[src/rtl/ahblite_sys_pkg.sv]
// Shared AHB-Lite encodings, address map defaults, FSM/select enums and the
// slave response payload used by the ahblite_sys switch-to-LED demo.
package ahblite_sys_pkg;

    localparam int unsigned ADDR_W = 32;
    localparam int unsigned DATA_W = 32;
    localparam int unsigned BYTE_W = 8;

    localparam logic [1:0] HTRANS_IDLE   = 2'b00;
    localparam logic [1:0] HTRANS_NONSEQ = 2'b10;
    localparam logic       HRESP_OKAY    = 1'b0;
    localparam logic       HRESP_ERROR   = 1'b1;
    localparam logic [2:0] HSIZE_WORD    = 3'b010;

    localparam logic [ADDR_W-1:0] LED_BASE_DEF = 32'h5000_0000;
    localparam logic [ADDR_W-1:0] SW_BASE_DEF  = 32'h5100_0000;

    typedef enum logic [1:0] {RD_A, RD_D, WR_A, WR_D} mst_state_e;
    typedef enum logic [1:0] {SEL_LED, SEL_SW, SEL_DEF} sel_e;

    // Data-phase response driven by each slave towards the read mux.
    typedef struct packed {
        logic [DATA_W-1:0] rdata;
        logic              ready;
        logic              resp;
    } ahb_rsp_t;

    // Region select on the top address byte; unmapped space goes to the default slave.
    function automatic sel_e decode(input logic [ADDR_W-1:0] addr,
                                    input logic [ADDR_W-1:0] led_base,
                                    input logic [ADDR_W-1:0] sw_base);
        sel_e sel;
        sel = SEL_DEF;
        if (addr[31:24] == led_base[31:24]) begin
            sel = SEL_LED;
        end else if (addr[31:24] == sw_base[31:24]) begin
            sel = SEL_SW;
        end
        return sel;
    endfunction

endpackage

[src/rtl/ahblite_sys_if.sv]
// Internal AHB-Lite bus: master-driven address/control/write data plus the
// muxed data-phase response.
interface ahblite_sys_if;
    import ahblite_sys_pkg::*;

    logic [ADDR_W-1:0] haddr;
    logic [1:0]        htrans;
    logic              hwrite;
    logic [2:0]        hsize;
    logic [DATA_W-1:0] hwdata;
    logic [DATA_W-1:0] hrdata;
    logic              hready;
    logic              hresp;

    modport master (
        output haddr, htrans, hwrite, hsize, hwdata,
        input  hrdata, hready, hresp
    );

    modport slave (
        input haddr, htrans, hwrite, hsize, hwdata, hready
    );

endinterface

[src/rtl/ahb_reg8_slave.sv]
// Generic zero-wait 8-bit AHB-Lite register slave: either a bus-writable
// register or a read-only view of a 2-flop synchronized external input.
module ahb_reg8_slave
    import ahblite_sys_pkg::*;
#(
    parameter bit WRITABLE = 1'b1
) (
    input  logic              clk,
    input  logic              rst_n,
    ahblite_sys_if.slave      bus,
    input  logic              sel,
    input  logic [BYTE_W-1:0] ext,
    output ahb_rsp_t          rsp_c
);

    logic [BYTE_W-1:0] data_q;
    logic              unused;

    assign rsp_c = '{rdata: DATA_W'(data_q), ready: 1'b1, resp: HRESP_OKAY};

    if (WRITABLE) begin : g_rw
        logic wr_q;

        // Address phase flags a write; the following data phase loads the byte.
        always_ff @(posedge clk or negedge rst_n) begin
            if (!rst_n) begin
                wr_q   <= 1'b0;
                data_q <= '0;
            end else begin
                if (bus.hready) begin
                    wr_q <= sel && (bus.htrans == HTRANS_NONSEQ) && bus.hwrite;
                end
                if (wr_q && bus.hready) begin
                    data_q <= bus.hwdata[BYTE_W-1:0];
                end
            end
        end

        assign unused = ^{ext, bus.hwdata[DATA_W-1:BYTE_W], bus.haddr, bus.hsize};
    end else begin : g_ro
        logic [BYTE_W-1:0] meta_q;

        // Two-flop synchronizer; writes are ignored.
        always_ff @(posedge clk or negedge rst_n) begin
            if (!rst_n) begin
                meta_q <= '0;
                data_q <= '0;
            end else begin
                meta_q <= ext;
                data_q <= meta_q;
            end
        end

        assign unused = ^{sel, bus.haddr, bus.htrans, bus.hwrite, bus.hsize,
                          bus.hwdata, bus.hready};
    end

endmodule

[src/rtl/ahblite_sys.sv]
// Switch-to-LED demo: sequencer master loops read SW slave / write LED slave
// over an internal AHB-Lite bus with decoder, response mux and default slave.
module ahblite_sys
    import ahblite_sys_pkg::*;
#(
    parameter logic [31:0] LED_BASE = LED_BASE_DEF,
    parameter logic [31:0] SW_BASE  = SW_BASE_DEF
) (
    input  logic              CLK,
    input  logic              RESET,
    input  logic [BYTE_W-1:0] SW,
    output logic [BYTE_W-1:0] LED
);

    ahblite_sys_if bus ();

    mst_state_e        state_q, state_d;
    logic [BYTE_W-1:0] data_q, data_d;
    logic [ADDR_W-1:0] m_haddr;
    logic [1:0]        m_htrans;
    logic              m_hwrite;

    sel_e              sel_q;
    logic              act_q;
    logic              err_q;
    logic              def_act_c;
    logic              def_first_c;
    ahb_rsp_t          led_rsp_c, sw_rsp_c, def_rsp_c, rsp_c;

    always_ff @(posedge CLK or negedge RESET) begin
        if (!RESET) begin
            state_q <= RD_A;
            data_q  <= '0;
        end else begin
            state_q <= state_d;
            data_q  <= data_d;
        end
    end

    // Sequencer: one transfer at a time, every state waits on HREADY.
    always_comb begin
        state_d  = state_q;
        data_d   = data_q;
        m_htrans = HTRANS_IDLE;
        m_hwrite = 1'b0;
        m_haddr  = SW_BASE;
        case (state_q)
            RD_A: begin
                m_htrans = HTRANS_NONSEQ;
                if (bus.hready) state_d = RD_D;
            end
            RD_D: begin
                if (bus.hready) begin
                    state_d = WR_A;
                    if (bus.hresp == HRESP_OKAY) data_d = bus.hrdata[BYTE_W-1:0];
                end
            end
            WR_A: begin
                m_htrans = HTRANS_NONSEQ;
                m_hwrite = 1'b1;
                m_haddr  = LED_BASE;
                if (bus.hready) state_d = WR_D;
            end
            WR_D: begin
                m_hwrite = 1'b1;
                m_haddr  = LED_BASE;
                if (bus.hready) state_d = RD_A;
            end
            default: state_d = RD_A;
        endcase
    end

    assign bus.haddr  = m_haddr;
    assign bus.htrans = m_htrans;
    assign bus.hwrite = m_hwrite;
    assign bus.hsize  = HSIZE_WORD;
    assign bus.hwdata = DATA_W'(data_q);

    // Address-phase select captured for steering the data-phase response.
    always_ff @(posedge CLK or negedge RESET) begin
        if (!RESET) begin
            sel_q <= SEL_DEF;
            act_q <= 1'b0;
            err_q <= 1'b0;
        end else begin
            if (bus.hready) begin
                sel_q <= decode(bus.haddr, LED_BASE, SW_BASE);
                act_q <= (bus.htrans == HTRANS_NONSEQ);
            end
            err_q <= def_first_c;
        end
    end

    // Default slave: two-cycle ERROR for active transfers, OKAY otherwise.
    assign def_act_c   = (sel_q == SEL_DEF) && act_q;
    assign def_first_c = def_act_c && !err_q;
    assign def_rsp_c   = '{rdata: '0, ready: !def_first_c,
                           resp: def_act_c ? HRESP_ERROR : HRESP_OKAY};

    always_comb begin
        rsp_c = def_rsp_c;
        case (sel_q)
            SEL_LED: rsp_c = led_rsp_c;
            SEL_SW:  rsp_c = sw_rsp_c;
            default: rsp_c = def_rsp_c;
        endcase
    end

    assign bus.hrdata = rsp_c.rdata;
    assign bus.hready = rsp_c.ready;
    assign bus.hresp  = rsp_c.resp;

    ahb_reg8_slave #(.WRITABLE(1'b1)) u_led (
        .clk   (CLK),
        .rst_n (RESET),
        .bus   (bus.slave),
        .sel   (decode(bus.haddr, LED_BASE, SW_BASE) == SEL_LED),
        .ext   (8'h00),
        .rsp_c (led_rsp_c)
    );

    ahb_reg8_slave #(.WRITABLE(1'b0)) u_sw (
        .clk   (CLK),
        .rst_n (RESET),
        .bus   (bus.slave),
        .sel   (decode(bus.haddr, LED_BASE, SW_BASE) == SEL_SW),
        .ext   (SW),
        .rsp_c (sw_rsp_c)
    );

    assign LED = led_rsp_c.rdata[BYTE_W-1:0];

endmodule

[config.mk]
export PLATFORM = sky130hd
export DESIGN_NAME = ahblite_sys
export DESIGN_NICKNAME = d
export VERILOG_FILES = /design/src/rtl/ahblite_sys_pkg.sv /design/src/rtl/ahblite_sys_if.sv /design/src/rtl/ahb_reg8_slave.sv /design/src/rtl/ahblite_sys.sv
export SDC_FILE = /design/constraint.sdc
export NUM_CORES = 1
export LEC_CHECK = 0
export BUFFER_PORTS_ARGS = -buffer_cell sky130_fd_sc_hd__buf_2
export CORE_MARGIN = 4
export CORE_UTILIZATION = 40
export CTS_BUF_LIST = sky130_fd_sc_hd__clkbuf_16
export CTS_CLUSTER_SIZE = 16
export DETAILED_ROUTE_END_ITERATION = 12
export PLACE_DENSITY = 0.61
export SYNTH_ARGS = -nofsm -noshare
export SYNTH_HDL_FRONTEND = slang
export SYNTH_SLANG_ARGS = --single-unit
export TNS_END_PERCENT = 5
[constraint.sdc]
create_clock -name CLK -period 1.8 [get_ports CLK]
set_clock_uncertainty 0.15 [all_clocks]
set_input_delay 0.27 -clock CLK [delete_from_list [all_inputs] [get_ports CLK]]
set_output_delay 0.27 -clock CLK [all_outputs]
set_load 0.03 [all_outputs]
==> results of run 1 <==
==> area by class of cell <==
class	count	area, µm²	share of cell area [%]
Multi-Input combinational cell	51	467	25.1
Tap cell	46	57.6	3.10
Clock buffer	5	125	6.73
Inverter	4	15.0	0.808
Sequential cell	39	977	52.6
Clock inverter	3	11.3	0.606
Timing Repair Buffer	30	205	11.0
==> timing repair <==
action / in CTS / in global routing
hold buffers: 9 / 0
endpoints found under the setup margin: 0 / 2
hold endpoints to repair: 27 / 0
resized for setup: 0 / 1
==> critical path: stages, from the launching register on <==
cell and delay (ns):
dfstp_2 0.58, nand4bb_4 0.17, nand2_2 0.23, mux2_2 0.36
==> path summary, 6_finish.rpt <==
| check | from | end | slack, ns |
|---|---|---|---|
| min reg2reg | u_sw.g_ro.meta_q[6] | u_sw.data_q[6] | 0.19 |
| min in group asynchronous | RESET | data_q[6] | 0.35 |
| max reg2reg | sel_q[1] | u_led.data_q[4] | 0.18 |
| max | sel_q[1] | u_led.data_q[4] | 0.18 |
| max in group asynchronous | RESET | u_sw.g_ro.meta_q[1] | 0.62 |
| min | u_sw.g_ro.meta_q[6] | u_sw.data_q[6] | 0.19 |
==> cells by family (layout without fill, tap and decap cells) <==
| kind of cell | after synthesis | after routing |
|---|---|---|
| adder cells (fa/ha/maj) | 5 | 5 |
| multiplexers | 24 | 24 |
| flip-flops | 39 | 39 |
| buffers and inverters | 6 | 42 |
| AND/OR/NAND/NOR | 19 | 19 |
| AO/OA/AOI/OAI | 3 | 3 |
==> metrics by stage <==
stage | util (%) | total power, W
3_5_place_dp | 47.2 | 0.00103
3_3_place_gp | 47.2 | 0.00103
2_1_floorplan | - | 0.000984
5_1_grt | 54.0 | 0.00192
4_1_cts | 53.8 | 0.00186
6_report | 54.0 | 0.00183
==> per-layer routing <==
layer	up-vias	part of all wire, %
li1	392	-
met1	423	43
met2	16	48
met3	5	6.0
met4	0	2.4
met5	-	0
==> power groups by stage <==
stage / Combinational (W) / Clock [W] / Sequential [W]
6_report: 0.0000992 / 0.000801 / 0.000930
5_1_grt: 0.000111 / 0.000876 / 0.000934
4_1_cts: 0.000102 / 0.000831 / 0.000931
3_5_place_dp: 0.0000866 / 0 / 0.000946
3_3_place_gp: 0.0000852 / 0 / 0.000944
2_1_floorplan: 0.0000239 / 0 / 0.000960
==> synth_stat cells <==
master,count
dfrtp_1,38
mux2_2,16
mux2i_1,8
nor2_1,8
ha_1,5
inv_1,3
nand2_1,3
nand2_2,2
a21oi_1,1
and2_4,1
buf_4,1
buf_6,1
dfstp_2,1
inv_2,1
nand3b_1,1
nand4bb_4,1
nor3_1,1
nor4_1,1
o21ai_0,1
o31ai_1,1
or3_4,1
==> registers in the layout (all words and copies together), names as in the netlist <==
name	count
data_q	8
u_led.data_q	8
u_sw.data_q	8
u_sw.g_ro.meta_q	8
sel_q	2
state_q	2
act_q	1
err_q	1
u_led.g_rw.wr_q	1
==> run summary, run 1 <==
outcome = complete, no violations
post-synthesis compound-gate area fraction = 1.19%
routability cong. = 0.693
Peak Freq = 0.618 GHz
grt peak-use layer = met2
pwr dens = 985 nW/µm²
internal power = 0.00146 W
Ant. Diodes = 0
CP endpoint kind = flip-flop
FF-to-FF path depth = 3
Slew Limit Headroom = 67.5%
hold crit path type = reg2reg
Syn Area/Cell = 15.3 µm²
Final Slew Violations = 0
CTS Buffer Depth = 2
vias in the first global route = 884
Die H = 68.7 µm
initial antenna violation count = 0
Final min period = 1.62 ns
Syn Nets = 111
clock share of power = 43.7%
share of the synthesized area in the top cell type = 64.6%
most used cells in the layout excluding fill and tap cells = dfrtp_1, buf_2, mux2_2, dlygate4sd3_1
Post-Route WL = 2460 µm
hpwl dp = 1690 µm
Fill cells = 302
Setup Fix Bufs, Post-CTS = 0
gr ovfl total = 0
initial core utilization = 42.7%
vias = 836
Vias per Instance = 4.70
main combinational cell family by area after synthesis = multiplexers
initial drt markers = 16
GR Util met3 = 6.97%
final setup fails = 0
setup_tns = 0 ns
Net Sw Frac = 20.3%
Post-route DRC = 0
first-pass GRT wire length = 4180 µm
port bufs = 17
CTS Root Cell = clkbuf_16
Arr. time, crit path = 1.63 ns
crit start category = flip-flop
hold_ws = 0.194 ns
TritonRoute pass-1 iters = 3
average routed wire per standard cell = 13.8 µm
Finished Cell Area = 1860 µm²
global routing usage on met2 = 19.0%
Final Hold Fails = 0
H-tree levels = 2
area post-placement = 1630 µm²
Layout area overhead = 26.3%
Leak = 0.919 nW
antenna-violating nets left = 0
ranking of synthesized cells by area = dfrtp_1, mux2_2, mux2i_1
adder-cell share of the synthesized area = 4.25%
Net Sw Power = 0.000372 W
fin worst setup slack = 0.182 ns
Cell variety after synth = 21
Placed Cells = 161
GR Util met1 = 15.4%
CTS tree = built
Seq pwr share = 50.8%
Hold Path Depth = 0
WS Path Type = reg2reg
gr usage total = 13.1%
actual slew at the worst max-slew pin = 0.487 ns
cell count after synthesis = 96
Synth Area in XOR/XNOR = 0%
post-synth top area cell = dfrtp_1
I/O Pins = 18
Max IR drop VDD = 518 µV
Rows = 21
Crit path required time = 1.81 ns
Synth Area in Simple Gates = 8.16%
Setup WS pre-CTS = 0.160 ns
Synth warnings = 0
die area = 4710 µm²
mux contribution to synthesized area = 17.7%
Final nets = 146
Seq/Total Area, Yosys = 66.4%
non-filler cells, final = 178
crit-path max FO = 8
Comb power frac = 5.4%
Core Region = 3440 µm²
commonest non-fill, non-tap cell in the layout = dfrtp_1
Sink Count = 39
CTS Buf Count = 5
Final Cycle Share = 89.9%
Die X = 68.7 µm
Worst-path clk slew = 0.05 ns
RSZ-0062 raised after global routing = false
Syn Std Cell Area = 1470 µm²
Seq cells post-synth = 39
max_cap viols = 0
layout cells sized above 1 = 37.9%
largest net degree at the start of global routing = 23
clock latency at the later pin of the worst-skew pair = 0.28 ns
Power figures use the tool's default switching activity.
==> inputs of run 2 (changes only) <==
Settings changed: CORE_MARGIN 4 to default, GPL_TIMING_DRIVEN from default to 0.
==> run summary, run 2 (synthesis results as in run 1) <==
hpwl dp = 1420 µm
Leak = 0.922 nW
Ant. Diodes = 0
initial core utilization = 42.7%
Peak Freq = 0.589 GHz
Die H = 62.7 µm
CTS Buf Count = 5
CTS Buffer Depth = 2
crit start category = flip-flop
Post-route DRC = 0
Final Cycle Share = 94.3%
outcome = complete, no violations
initial antenna violation count = 0
clock latency at the later pin of the worst-skew pair = 0.28 ns
reg-to-reg startpoint = sel_q[1]
min-delay src = u_sw.g_ro.meta_q[0]
Max IR drop VDD = 781 µV
initial drt markers = 31
Die X = 62.7 µm
setup_tns = 0 ns
Hold Path Depth = 0
first-pass GRT wire length = 3830 µm
CTS tree = built
Rows = 21
CP endpoint kind = flip-flop
Post-Route WL = 2240 µm
H-tree levels = 2
vias in the first global route = 830
layout cells sized above 1 = 37.7%
Final nets = 144
pwr dens = 1060 nW/µm²
CTS Root Cell = clkbuf_16
Core Region = 3440 µm²
Slew Limit Headroom = 44.7%
hold crit path type = reg2reg
Crit path required time = 1.81 ns
Fill cells = 304
vias = 812
crit-path max FO = 10
Final min period = 1.70 ns
most used cells in the layout excluding fill and tap cells = dfrtp_1, buf_2, mux2_2, dlygate4sd3_1
I/O Pins = 18
Sink Count = 39
average routed wire per standard cell = 12.7 µm
Final Util = 54.4%
actual slew at the worst max-slew pin = 0.830 ns
antenna-violating nets left = 0
largest net degree at the start of global routing = 40
routability cong. = 0.730
Arr. time, crit path = 1.71 ns
Final Hold Fails = 0
RSZ-0062 raised after global routing = false
port bufs = 17
gr ovfl total = 0
die area = 3930 µm²
Vias per Instance = 4.61
TritonRoute pass-1 iters = 4
FF-to-FF path depth = 4
max_cap viols = 0
final setup fails = 0
Layout area overhead = 27.3%
gr usage total = 13.4%
worst setup path start = sel_q[1]
WS Path Type = reg2reg
commonest non-fill, non-tap cell in the layout = dfrtp_1
Final Slew Violations = 0
Final Power = 0.00199 W
Worst-path clk slew = 0.06 ns
run 2: what timing repair did:
| item | in CTS | in global routing |
|---|---|---|
| setup endpoints to repair | 0 | 8 |
| endpoints found under the hold margin | 46 | 0 |
| hold buffers | 9 | 0 |
| buffers inserted | 0 | 0 |
| gates resized for setup | 0 | 1 |
run 2: worst max-delay path, stage by stage (launching register included):
cell       delay (ns)
dfstp_2          0.51
buf_4            0.18
nand4bb_4        0.19
nand2_4          0.19
mux2_2           0.35
run 2: power by group:
group          switching, W  internal [W]  leakage (nW)
sequential        0.0000146      0.000914         0.453
clock              0.000319      0.000645        0.0812
combinational     0.0000503     0.0000435         0.387
run 2: final cells by class:
type	instances	area [µm²]	area share, %
buffer	2	18.8	1.00
clock inverter	3	38.8	2.07
tap	46	57.6	3.07
timing repair buffer	26	175	9.35
clock buffer	5	125	6.68
inverter	4	15.0	0.802
multi-input combinational	51	465	24.8
sequential	39	977	52.2
run 2: metal layers:
metal	track usage (%)	vias up	part of all wire, %
met5	0	-	0
met3	3.83	7	4.4
met2	21.5	17	48
li1	-	389	-
met4	9.59	0	3.4
met1	15.2	399	44
run 2: worst paths after layout:
kind                                       endpoint  slack, ns
worst max register to register      u_led.data_q[7]       0.10
worst min-delay path                 u_sw.data_q[0]       0.20
max in group asynchronous       u_sw.g_ro.meta_q[6]       0.49
min in group asynchronous            u_sw.data_q[2]       0.48
worst max-delay path                u_led.data_q[7]       0.10
worst min register to register       u_sw.data_q[0]       0.20
run 2: stage by stage:
| stage | area (µm²) | worst slack (ns) | std cells | hold WS, ns |
|---|---|---|---|---|
| floorplan | 1470 | 0.220 | 96 | -0.176 |
| global placement | 1610 | 0.0670 | 159 | 0.181 |
| detailed placement | 1610 | 0.0278 | 159 | 0.186 |
| CTS | 1870 | 0.0198 | 176 | 0.198 |
| global route | 1870 | 0.0357 | 176 | 0.203 |
| finish | 1870 | 0.103 | 176 | 0.195 |
